### src/rtl/uart_cfg_sequencer.sv
// Wishbone classic master that programs a 16550-style UART after reset or on request.
// Issues six single-byte register writes in a fixed order and reports busy/done/error.
`timescale 1ns/1ps

module uart_cfg_sequencer #(
  parameter logic [15:0] DIVISOR     = 16'd27,
  parameter logic [7:0]  LCR_VAL     = 8'h03,
  parameter logic [7:0]  FCR_VAL     = 8'hC7,
  parameter logic [7:0]  IER_VAL     = 8'h00,
  parameter logic [7:0]  ACK_TIMEOUT = 8'd255,
  parameter bit          AUTO_START  = 1'b1
) (
  input  logic       wb_clk_i,
  input  logic       wb_rst_i,
  input  logic       cfg_start_i,
  output logic [2:0] wb_adr_o,
  output logic [7:0] wb_dat_o,
  output logic       wb_we_o,
  output logic [3:0] wb_sel_o,
  output logic       wb_stb_o,
  output logic       wb_cyc_o,
  input  logic       wb_ack_i,
  output logic       cfg_busy_o,
  output logic       cfg_done_o,
  output logic       cfg_err_o
);

  typedef enum logic [2:0] {IDLE, REQ, GAP, DONE, ERR} state_t;

  localparam logic [2:0] LAST_STEP = 3'd5;
  localparam logic [7:0] CNT_LAST  = ACK_TIMEOUT - 8'd1;

  state_t     state, state_n;
  logic [2:0] step, step_n;
  logic [7:0] cnt, cnt_n;
  logic [2:0] adr, adr_n;
  logic [7:0] dat, dat_n;
  logic       stb, stb_n;
  logic       busy, busy_n;
  logic       done, done_n;
  logic       err, err_n;
  logic       first;
  logic       go;

  // DLAB is set for the divisor writes and cleared again before FCR/IER.
  function automatic logic [10:0] step_entry(input logic [2:0] s);
    logic [10:0] e;
    case (s)
      3'd0:    e = {3'd3, LCR_VAL | 8'h80};
      3'd1:    e = {3'd0, DIVISOR[7:0]};
      3'd2:    e = {3'd1, DIVISOR[15:8]};
      3'd3:    e = {3'd3, LCR_VAL & 8'h7F};
      3'd4:    e = {3'd2, FCR_VAL};
      3'd5:    e = {3'd1, IER_VAL};
      default: e = 11'd0;
    endcase
    return e;
  endfunction

  // Flags the first cycle after reset release so AUTO_START fires exactly once.
  always_ff @(posedge wb_clk_i or posedge wb_rst_i) begin
    if (wb_rst_i) first <= 1'b1;
    else          first <= 1'b0;
  end

  always_ff @(posedge wb_clk_i or posedge wb_rst_i) begin
    if (wb_rst_i) begin
      state <= IDLE;
      step  <= 3'd0;
      cnt   <= 8'd0;
      adr   <= 3'd0;
      dat   <= 8'd0;
      stb   <= 1'b0;
      busy  <= 1'b0;
      done  <= 1'b0;
      err   <= 1'b0;
    end else begin
      state <= state_n;
      step  <= step_n;
      cnt   <= cnt_n;
      adr   <= adr_n;
      dat   <= dat_n;
      stb   <= stb_n;
      busy  <= busy_n;
      done  <= done_n;
      err   <= err_n;
    end
  end

  // Next-state logic computes next output values so every bus signal leaves a flop.
  always_comb begin
    state_n = state;
    step_n  = step;
    cnt_n   = cnt;
    adr_n   = adr;
    dat_n   = dat;
    stb_n   = stb;
    busy_n  = busy;
    done_n  = done;
    err_n   = err;
    go      = cfg_start_i | (AUTO_START & first);

    case (state)
      IDLE, DONE, ERR: begin
        if ((state == IDLE) ? go : cfg_start_i) begin
          state_n          = REQ;
          step_n           = 3'd0;
          cnt_n            = 8'd0;
          stb_n            = 1'b1;
          {adr_n, dat_n}   = step_entry(3'd0);
          busy_n           = 1'b1;
          done_n           = 1'b0;
          err_n            = 1'b0;
        end
      end
      REQ: begin
        if (wb_ack_i) begin
          stb_n = 1'b0;
          cnt_n = 8'd0;
          if (step < LAST_STEP) begin
            state_n = GAP;
          end else begin
            state_n = DONE;
            busy_n  = 1'b0;
            done_n  = 1'b1;
          end
        end else if (cnt == CNT_LAST) begin
          state_n = ERR;
          stb_n   = 1'b0;
          busy_n  = 1'b0;
          err_n   = 1'b1;
        end else begin
          cnt_n = cnt + 8'd1;
        end
      end
      GAP: begin
        state_n        = REQ;
        step_n         = step + 3'd1;
        cnt_n          = 8'd0;
        stb_n          = 1'b1;
        {adr_n, dat_n} = step_entry(step + 3'd1);
      end
      default: state_n = IDLE;
    endcase
  end

  assign wb_adr_o   = adr;
  assign wb_dat_o   = dat;
  assign wb_stb_o   = stb;
  assign wb_cyc_o   = stb;
  assign wb_we_o    = stb;
  assign wb_sel_o   = 4'b0001;
  assign cfg_busy_o = busy;
  assign cfg_done_o = done;
  assign cfg_err_o  = err;

endmodule

### config.mk
export PLATFORM = sky130hd
export DESIGN_NAME = uart_cfg_sequencer
export DESIGN_NICKNAME = d
export VERILOG_FILES = /design/src/rtl/uart_cfg_sequencer.sv
export SDC_FILE = /design/constraint.sdc
export NUM_CORES = 1
export LEC_CHECK = 0
export BUFFER_PORTS_ARGS = -buffer_cell sky130_fd_sc_hd__clkbuf_2
export CAP_MARGIN = 20
export CORE_UTILIZATION = 35
export CTS_BUF_LIST = sky130_fd_sc_hd__clkbuf_8
export CTS_CLUSTER_DIAMETER = 80
export DETAILED_ROUTE_END_ITERATION = 7
export PLACE_DENSITY = 0.64
export SLEW_MARGIN = 5
export SYNTH_ARGS = -nofsm -noshare
export SYNTH_HDL_FRONTEND = slang
export SYNTH_SLANG_ARGS = --single-unit
### constraint.sdc
create_clock -name wb_clk_i -period 4.2 [get_ports wb_clk_i]
set_input_delay 0.42 -clock wb_clk_i [delete_from_list [all_inputs] [get_ports wb_clk_i]]
set_output_delay 0.42 -clock wb_clk_i [all_outputs]
set_load 0.005 [all_outputs]
==> out/metrics.csv, run 1 <==
stage;metric;value;unit
run_status;status;completed;
setup_path;r2r endpoint;cnt[0];
drt;Via Count;1112;
cts;Reg clk slew, reported paths;90;ps
setup_path;Worst Setup End Kind;register;
cts;H-tree depth;1;
floorplan;DIE WIDTH;65.45;um
setup_path;worst path arrival time;2380;ps
global_route;GRT overflow;0;
timing;Max Freq;458.6;MHz
cts;CTS tree;built;
layout;fin area;1536;um2
place;PortBufs;18;
floorplan;I/O Pins;25;
global_route;initial antenna violation count;0;
place;cell area after placement;1475;um2
yosys;Synth Instances;150;
drt;Remaining DRCs;0;
place;Place WS;2077;ps
power_and_ir_drop;clock power share;0.177;
yosys;Seq cells post-synth;25;
setup_path;Critical Path RT;4400;ps
power_and_ir_drop;net switching power;313.2;uW
setup_path;worst reg-to-reg path cell count;4;
setup_path;CP Buf/Inv Count;0;
timing;post-layout minimum cycle time;2180;ps
yosys;Yosys Warn Count;0;
cts;# clock sinks;25;
setup_path;worst setup path class;register to register;
drt;detailed-route wire length per cell;13.50;um
place;Detail Placement HPWL;2068;um
floorplan;die height;65.45;um
flow_run;MaxCap Viol Count;0;
setup_path;cell family with most CP delay;simple AND/OR/NAND/NOR gates;
cts;clock root cell;clkbuf_8;
setup_path;CP startpoint kind;register;
setup_path;CP max stage cell;nor3_1;
timing;Slew HR;0.2622;
power_and_ir_drop;Peak VDD IR;0.2174;mV
global_route;pin count of the biggest net entering global routing;26;
setup_path;Worst path depth;4;
setup_path;CP endpoint;cnt[0];
timing;RSZ-0062 raised after global routing;false;
cts;TritonCTS buffer count;3;
yosys;Post-Syn Area;1409;um2
drt;DR vias/cell;5.270;
timing;Final Hold Fails;0;
setup_path;Critical Path Fanout Max;12;
power_and_ir_drop;Flop pwr share;0.445;
layout;fin cells;211;
power_and_ir_drop;Comb pwr share;0.378;
timing;final setup margin;2020;ps
floorplan;Core ar.;3771;um2
power_and_ir_drop;internal power;490.9;uW
place;# placed instances;206;
timing;Slew @ Worst Pin;1098;ps
setup_path;Cell Chain, Critical Path;nand2b_1, nor3_1, nand2_1, a31oi_1;
cts;hold_buf cts;0;
setup_path;worst setup path startpoint;state[0];
power_and_ir_drop;Switching Share;0.3895;
cts;CTS Buffer Depth;2;
timing;Worst Skew;2.589;ps
layout;most frequent cells in the layout;dfrtp_1, clkbuf_2, o21ai_0;
drt;Initial DRT Pass Iterations;4;
cts;Resized cells post-CTS;0;
setup_path;reg2reg setup slack;2020;ps
drt;antenna viol nets, final;0;
power_and_ir_drop;Leakage;0.6586;nW
layout;# diodes;0;
cts;Post CTS Setup Buffer Count;0;
setup_path;Worst path max stage delay;870;ps
timing;Slew Limit Fails;0;
timing;final period utilization;0.5191;
drt;final WL;2849;um
timing;Final Setup Violations;0;
floorplan;Die ar.;4283;um2
drt;Iteration-0 DRC Markers;44;
yosys;count of cell types in the netlist;35;
layout;fillcell total;361;
floorplan;Initial Util;0.3736;
global_route;GR Util All Layers;0.1486;
yosys;synthesized area per cell;9.392;um2
layout;most common cell after layout, fill and taps aside;dfrtp_1;
floorplan;Std-Cell Rows;22;
min_path;Hold Path Class;input pin to async pin;
layout;Area Growth Syn to Fin;9.058;%
global_route;first-pass GRT wire length;4899;um
layout;fin nets;176;
power_and_ir_drop;Power per Cell Area;523.3;nW/um2
timing;Setup TNS;0;ps
yosys;sequential share of the synthesized area;0.4449;
setup_path;FF-to-FF Start;state[0];
layout;share of cells above drive strength 1;0.1718;
place;global placement routability congestion;0.8509;
global_route;number of global-route vias before repair;1082;
cts;worst-skew pair later-pin latency;270;ps
==> cell families (layout without fill, tap and decap cells) <==
group                      Yosys count  in the layout  synth area share
muxes                                1              1          0.007992
AOI/OAI and AO/OA                   45             45            0.2185
buffers and inverters               28             36            0.1075
other                                2              7          0.005331
DFF                                 25             25            0.4449
adders and majority gates            8              8           0.07105
and+or+nand+nor                     41             41            0.1448
==> power groups by stage <==
stage                     clock (mW)  sequential [mW]  combinational, mW
final                          0.143            0.358              0.304
after global placement             0            0.357              0.294
after CTS                      0.147            0.357              0.305
after detailed placement           0            0.361              0.303
after global routing           0.156            0.367              0.340
after floorplan                    0            0.332              0.263
==> through the flow <==
| stage | hold WS [ps] | utilization | power (mW) |
|---|---|---|---|
| floorplan | 446.6 | - | 0.5957 |
| global placement | 473.8 | 0.3912 | 0.6513 |
| detailed placement | 490.0 | 0.3912 | 0.6644 |
| CTS | 383.3 | 0.4035 | 0.8082 |
| global route | 209.2 | 0.4074 | 0.8633 |
| finish | 144.8 | 0.4074 | 0.8040 |
==> cell usage after synthesis <==
| master | count | area, um2 |
|---|---|---|
| nor2_1 | 7 | 26.28 |
| ha_1 | 8 | 100.1 |
| mux2_2 | 1 | 11.26 |
| or3_1 | 2 | 12.51 |
| o41ai_1 | 1 | 8.760 |
| nand2b_1 | 2 | 12.51 |
| or4b_4 | 1 | 13.76 |
| dfstp_2 | 1 | 26.28 |
| buf_4 | 11 | 82.58 |
| buf_2 | 4 | 20.02 |
| inv_1 | 13 | 48.80 |
| nand4_1 | 5 | 31.28 |
| o22ai_1 | 1 | 6.260 |
| or2_1 | 1 | 6.260 |
| a21oi_1 | 7 | 35.03 |
| o21ai_0 | 14 | 70.07 |
| o22a_1 | 3 | 26.28 |
| o21bai_1 | 1 | 7.510 |
| a311o_1 | 1 | 10.01 |
| o31ai_1 | 1 | 7.510 |
| a2bb2oi_1 | 5 | 43.79 |
| o32ai_1 | 2 | 17.52 |
| a21o_1 | 1 | 7.510 |
| and2_1 | 1 | 6.260 |
| nand3_1 | 4 | 20.02 |
| a221oi_2 | 1 | 15.01 |
| a41oi_1 | 1 | 8.760 |
| nand2_1 | 13 | 48.80 |
| o21ai_2 | 1 | 8.760 |
| nor4_1 | 1 | 6.260 |
| conb_1 | 2 | 7.510 |
| a31oi_1 | 2 | 12.51 |
| o211ai_1 | 3 | 22.52 |
| dfrtp_1 | 24 | 600.6 |
| nor3_1 | 4 | 20.02 |
==> metal layers <==
metal / vias to the layer above / track usage / share of wire
li1: 545 / - / -
met1: 538 / 0.1829 / 0.46
met2: 24 / 0.2526 / 0.49
met3: 5 / 0.02604 / 0.026
met4: 0 / 0.06522 / 0.015
met5: - / 0 / 0
==> sequential cells by signal, indices dropped and copies added, names as in the netlist <==
register and count:
cfg_busy_o 1, cfg_done_o 1, cfg_err_o 1, cnt 8, first 1, state 3, step 3, wb_adr_o 2
wb_cyc_o 1, wb_dat_o 4
==> final cells by class <==
class,instances,area [um2],area share
inverters,13,48.80,0.03176
clock inverters,1,5.005,0.003257
flip-flops and latches,25,626.9,0.4080
repair buffers,19,105.1,0.06840
clock buffers,3,41.29,0.02687
multi-input cells,102,649.4,0.4226
well taps,48,60.06,0.03909
==> worst reg2reg max path, stage by stage, from the launching register on <==
cell	delay, ps
dfrtp_1	560
nand2b_1	200
nor3_1	870
nand2_1	240
a31oi_1	230
==> worst min path at each step <==
stage,to
6_report,wb_dat_o[4]
5_1_grt,wb_adr_o[1]
4_1_cts,cnt[3]
3_5_place_dp,wb_dat_o[7]
3_3_place_gp,wb_dat_o[7]
2_1_floorplan,cfg_busy_o
(Power assumes the default switching activity.)
==> run 2: changes to the inputs <==
PLACE_DENSITY = 0.66   (was 0.64)
clock period = 1.98 ns   (was 4.2 ns; I/O delays follow)
==> out/metrics.csv, run 2 (synthesis results as in run 1) <==
stage;metric;value;unit;change
timing;Slew Limit Fails;0;;unchanged
layout;Area Growth Syn to Fin;10.21;%;was 9.058%
place;cell area after placement;1498;um2;was 1475 um2
floorplan;Initial Util;0.3736;;unchanged
setup_path;worst reg-to-reg path cell count;3;;was 4
setup_path;worst path arrival time;1820;ps;was 2380 ps
cts;clock root cell;clkbuf_8;;unchanged
drt;final WL;2801;um;was 2849 um
drt;Iteration-0 DRC Markers;43;;was 44
run_status;status;completed;;unchanged
power_and_ir_drop;Peak VDD IR;0.5870;mV;was 0.2174 mV
setup_path;CP max stage cell;a221oi_2;;was nor3_1
layout;FF/Latch Area;626.9;um2;unchanged
place;Place WS;306.6;ps;was 2077 ps
min_path;Hold Path Class;input pin to register;;was input pin to async pin
cts;Post CTS Setup Buffer Count;0;;unchanged
timing;hold slack final;194.3;ps;was 144.8 ps
timing;Setup TNS;0;ps;unchanged
drt;Via Count;1138;;was 1112
timing;final setup margin;286.9;ps;was 2020 ps
layout;max FFs per register;8;;unchanged
timing;Worst Skew;3.030;ps;was 2.589 ps
timing;Max Freq;590.6;MHz;was 458.6 MHz
drt;antenna viol nets, final;0;;unchanged
layout;multi-input logic area;649.4;um2;unchanged
timing;Final Hold Fails;0;;unchanged
setup_path;worst setup path class;register to register;;unchanged
timing;Slew HR;0.5609;;was 0.2622
floorplan;Std-Cell Rows;22;;unchanged
timing;post-layout minimum cycle time;1693;ps;was 2180 ps
layout;fin nets;179;;was 176
setup_path;FF-to-FF Start;state[1];;was state[0]
global_route;GR Util All Layers;0.1499;;was 0.1486
power_and_ir_drop;Power Total;1.711;mW;was 804.0 uW
timing;final period utilization;0.8551;;was 0.5191
floorplan;Core ar.;3771;um2;unchanged
place;Detail Placement HPWL;2067;um;was 2068 um
cts;CTS tree;built;;unchanged
floorplan;I/O Pins;25;;unchanged
global_route;first-pass GRT wire length;4954;um;was 4899 um
global_route;number of global-route vias before repair;1091;;was 1082
cts;H-tree depth;1;;unchanged
timing;Slew @ Worst Pin;658.6;ps;was 1098 ps
setup_path;Worst Setup End Kind;register;;unchanged
flow_run;MaxCap Viol Count;0;;unchanged
timing;Final Setup Violations;0;;unchanged
layout;# diodes;0;;unchanged
layout;fillcell total;374;;was 361
drt;DR vias/cell;5.318;;was 5.270
setup_path;reg2reg setup slack;290;ps;was 2020 ps
timing;RSZ-0062 raised after global routing;false;;unchanged
floorplan;Die ar.;4283;um2;unchanged
cts;Reg clk slew, reported paths;80;ps;was 90 ps
layout;fin area;1553;um2;was 1536 um2
setup_path;r2r endpoint;cnt[0];;unchanged
floorplan;DIE WIDTH;65.45;um;unchanged
cts;worst-skew pair later-pin latency;260;ps;was 270 ps
place;PortBufs;18;;unchanged
cts;# clock sinks;25;;unchanged
drt;Remaining DRCs;0;;unchanged
layout;most common cell after layout, fill and taps aside;dfrtp_1;;unchanged
setup_path;CP startpoint kind;register;;unchanged
setup_path;Worst path depth;3;;was 4
global_route;GRT overflow;0;;unchanged
setup_path;cell family with most CP delay;compound AO/OA/AOI/OAI gates;;was simple AND/OR/NAND/NOR gates
place;global placement routability congestion;0.8492;;was 0.8509
setup_path;CP endpoint;cnt[0];;unchanged
cts;Resized cells post-CTS;0;;unchanged
drt;Initial DRT Pass Iterations;4;;unchanged
setup_path;Critical Path Fanout Max;13;;was 12
cts;CTS Buffer Depth;2;;unchanged
power_and_ir_drop;Power per Cell Area;1102;nW/um2;was 523.3 nW/um2
cts;TritonCTS buffer count;3;;unchanged
setup_path;Worst path max stage delay;620;ps;was 870 ps
floorplan;die height;65.45;um;unchanged
setup_path;Critical Path RT;2100;ps;was 4400 ps
cts;hold_buf cts;1;;was 0
drt;detailed-route wire length per cell;13.09;um;was 13.50 um
min_path;HP Start;cfg_start_i;;
power_and_ir_drop;Leakage;0.6720;nW;was 0.6586 nW
layout;most frequent cells in the layout;dfrtp_1, clkbuf_2, inv_1, o21ai_0, nand2_1;;was dfrtp_1, clkbuf_2, o21ai_0
setup_path;Cell Chain, Critical Path;nand2b_1, a221oi_2, a31oi_1;;was nand2b_1, nor3_1, nand2_1, a31oi_1
global_route;pin count of the biggest net entering global routing;17;;was 26
layout;share of cells above drive strength 1;0.1747;;was 0.1718
setup_path;worst setup path startpoint;state[1];;was state[0]
global_route;initial antenna violation count;0;;unchanged
setup_path;CP Buf/Inv Count;0;;unchanged
layout;Most flops, register;cnt;;unchanged
==> run 2: cell types whose count changed in the layout (fill, tap and decap cells not counted) <==
cell	delta
dlygate4sd3_1	+1
inv_1	+1
clkinv_2	-1
buf_8	-1
buf_4	+3
==> run 2: power breakdown <==
part	switching (mW)	internal (mW)
Clock	0.153	0.139
Sequential	0.140	0.616
Combinational	0.362	0.301
==> run 2: metrics by stage <==
stage	cells	utilization
global placement	209	0.3971
finish	214	0.4117
CTS	214	0.4117
global route	214	0.4117
floorplan	155	-
detailed placement	209	0.3971
==> run 2: worst min-delay path by stage <==
stage | cells past startpoint | slack [ps] | to
final | 2 | 190 | state[2]
after global routing | 2 | 200 | state[2]
after CTS | 2 | 180 | state[2]
after detailed placement | 2 | 180 | cfg_err_o
after global placement | 2 | 170 | cfg_done_o
after floorplan | 1 | 220 | cfg_busy_o
==> run 2: routing by layer <==
metal	track usage	vias to the layer above	part of all wire
li1	-	551	-
met1	0.1921	546	0.44
met2	0.2474	37	0.50
met3	0.02604	4	0.050
met4	0.06250	0	0.0089
met5	0	-	0
==> run 2: layout make-up <==
type	instances	area share
Clock inverter	1	0.002417
Tap cell	48	0.03868
Inverter	13	0.03143
Timing Repair Buffer	22	0.07897
Sequential cell	25	0.4037
Clock buffer	3	0.02659
Multi-Input combinational cell	102	0.4182
==> run 3: changes to the inputs <==
MAX_ROUTING_LAYER = met4   (was unset)
==> out/metrics.csv, run 3 (synthesis results as in run 1) <==
stage;metric;value;unit;change
run_status;status;completed;;unchanged
cts;Reg clk slew, reported paths;80;ps;about the same
cts;H-tree depth;1;;unchanged
min_path;Hold Path Class;input pin to register;;unchanged
timing;Max Freq;589.3;MHz;was 590.6 MHz
cts;clock root cell;clkbuf_8;;unchanged
cts;Resized cells post-CTS;0;;unchanged
timing;Slew HR;0.5650;;was 0.5609
floorplan;Die ar.;4283;um2;unchanged
min_path;HP Start;cfg_start_i;;unchanged
drt;detailed-route wire length per cell;13.20;um;was 13.09 um
timing;Final Hold Fails;0;;unchanged
setup_path;worst setup path class;register to register;;unchanged
setup_path;Worst Setup End Kind;register;;unchanged
cts;hold_buf cts;1;;unchanged
power_and_ir_drop;Peak VDD IR;0.5875;mV;was 0.5870 mV
setup_path;worst setup path startpoint;state[1];;unchanged
drt;Remaining DRCs;0;;unchanged
timing;RSZ-0062 raised after global routing;false;;unchanged
floorplan;I/O Pins;25;;unchanged
drt;final WL;2824;um;was 2801 um
timing;Slew @ Worst Pin;652.4;ps;was 658.6 ps
place;Detail Placement HPWL;2067;um;unchanged
drt;met1 wire length;1242;um;was 1235 um
floorplan;Initial Util;0.3736;;unchanged
timing;post-layout minimum cycle time;1697;ps;was 1693 ps
power_and_ir_drop;Power per Cell Area;1103;nW/um2;was 1102 nW/um2
layout;max FFs per register;8;;unchanged
layout;share of cells above drive strength 1;0.1747;;unchanged
global_route;initial antenna violation count;0;;unchanged
layout;Area Growth Syn to Fin;10.21;%;unchanged
drt;met3 wire len;164;um;was 140 um
drt;wire length on met2;1392;um;was 1400 um
floorplan;Core ar.;3771;um2;unchanged
timing;final period utilization;0.8571;;was 0.8551
layout;most frequent cells in the layout;dfrtp_1, clkbuf_2, inv_1, o21ai_0, nand2_1;;unchanged
drt;Initial DRT Pass Iterations;4;;unchanged
flow_run;MaxCap Viol Count;0;;unchanged
min_path;Min-Delay Endpoint;state[2];;unchanged
global_route;GR Util All Layers;0.1540;;was 0.1499
place;PortBufs;18;;unchanged
timing;final setup margin;283.0;ps;was 286.9 ps
timing;Worst Skew;1.408;ps;was 3.030 ps
layout;# diodes;0;;unchanged
global_route;first-pass GRT wire length;4954;um;unchanged
drt;DR top layer;met4;;unchanged
global_route;GRT overflow;0;;unchanged
drt;antenna viol nets, final;0;;unchanged
place;Place WS;306.6;ps;unchanged
floorplan;die height;65.45;um;unchanged
layout;multi-input logic area;649.4;um2;unchanged
cts;# clock sinks;25;;unchanged
setup_path;FF-to-FF Start;state[1];;unchanged
setup_path;Critical Path RT;2100;ps;about the same
drt;DR vias/cell;5.407;;was 5.318
setup_path;Critical Path Fanout Max;13;;unchanged
setup_path;r2r endpoint;cnt[0];;unchanged
timing;Setup TNS;0;ps;unchanged
layout;post-layout util;0.4117;;unchanged
cts;Post CTS Setup Buffer Count;0;;unchanged
timing;Slew Limit Fails;0;;unchanged
setup_path;reg2reg setup slack;280;ps;was 290 ps
timing;Final Setup Violations;0;;unchanged
floorplan;DIE WIDTH;65.45;um;unchanged
setup_path;CP startpoint kind;register;;unchanged
power_and_ir_drop;Leakage;0.6720;nW;unchanged
place;global placement routability congestion;0.8627;;was 0.8492
drt;Iteration-0 DRC Markers;34;;was 43
timing;hold slack final;194.1;ps;was 194.3 ps
global_route;number of global-route vias before repair;1095;;was 1091
layout;fillcell total;374;;unchanged
min_path;hold-critical path depth;2;;unchanged
layout;Most flops, register;cnt;;unchanged
layout;FF/Latch Area;626.9;um2;unchanged
cts;TritonCTS buffer count;3;;unchanged
cts;worst-skew pair later-pin latency;260;ps;about the same
global_route;pin count of the biggest net entering global routing;17;;unchanged
layout;most common cell after layout, fill and taps aside;dfrtp_1;;unchanged
cts;CTS tree;built;;unchanged
cts;CTS Buffer Depth;2;;unchanged
layout;fin nets;179;;unchanged
setup_path;worst reg-to-reg path cell count;3;;unchanged
setup_path;worst path arrival time;1820;ps;about the same
floorplan;Std-Cell Rows;22;;unchanged
drt;Via Count;1157;;was 1138
==> run 3: cell counts in the layout (fill, tap and decap cells not counted) <==
No cell type changed its count.
==> run 3: worst max path at each step <==
stage / to / slack, ps / cells after the start
CTS: wb_adr_o[0] / 290 / 4
global placement: wb_adr_o[0] / 350 / 4
finish: cnt[0] / 280 / 3
global route: cnt[0] / 160 / 4
floorplan: wb_adr_o[0] / 390 / 4
detailed placement: wb_adr_o[0] / 310 / 4
==> run 3: metrics by stage <==
step | cell area [um2] | instances | power, mW
finish | 1553 | 214 | 1.713
global route | 1553 | 214 | 1.852
CTS | 1553 | 214 | 1.730
detailed placement | 1498 | 209 | 1.430
global placement | 1498 | 209 | 1.411
floorplan | 1428 | 155 | 1.264
==> run 3: layer usage <==
layer  up-vias  track usage
li1        550            -
met1       558       0.1921
met2        45       0.2474
met3         4      0.02604
met4         0      0.06250
met5         -            -
==> run 3: critical path, stage by stage, from the launching register on <==
cell      delay [ps]
dfrtp_1          510
nand2b_1         260
a221oi_2         620
a31oi_1          160
==> run 3: where the power goes <==
part / total, mW / internal, mW / switching (mW)
sequential: 0.757 / 0.616 / 0.140
clock: 0.290 / 0.139 / 0.152
combinational: 0.666 / 0.301 / 0.365
==> run 3: final cells by class <==
type	count	area share
Multi-Input combinational cell	102	0.4182
Timing Repair Buffer	22	0.07897
Tap cell	48	0.03868
Clock buffer	3	0.02659
Inverter	13	0.03143
Sequential cell	25	0.4037
Clock inverter	1	0.002417
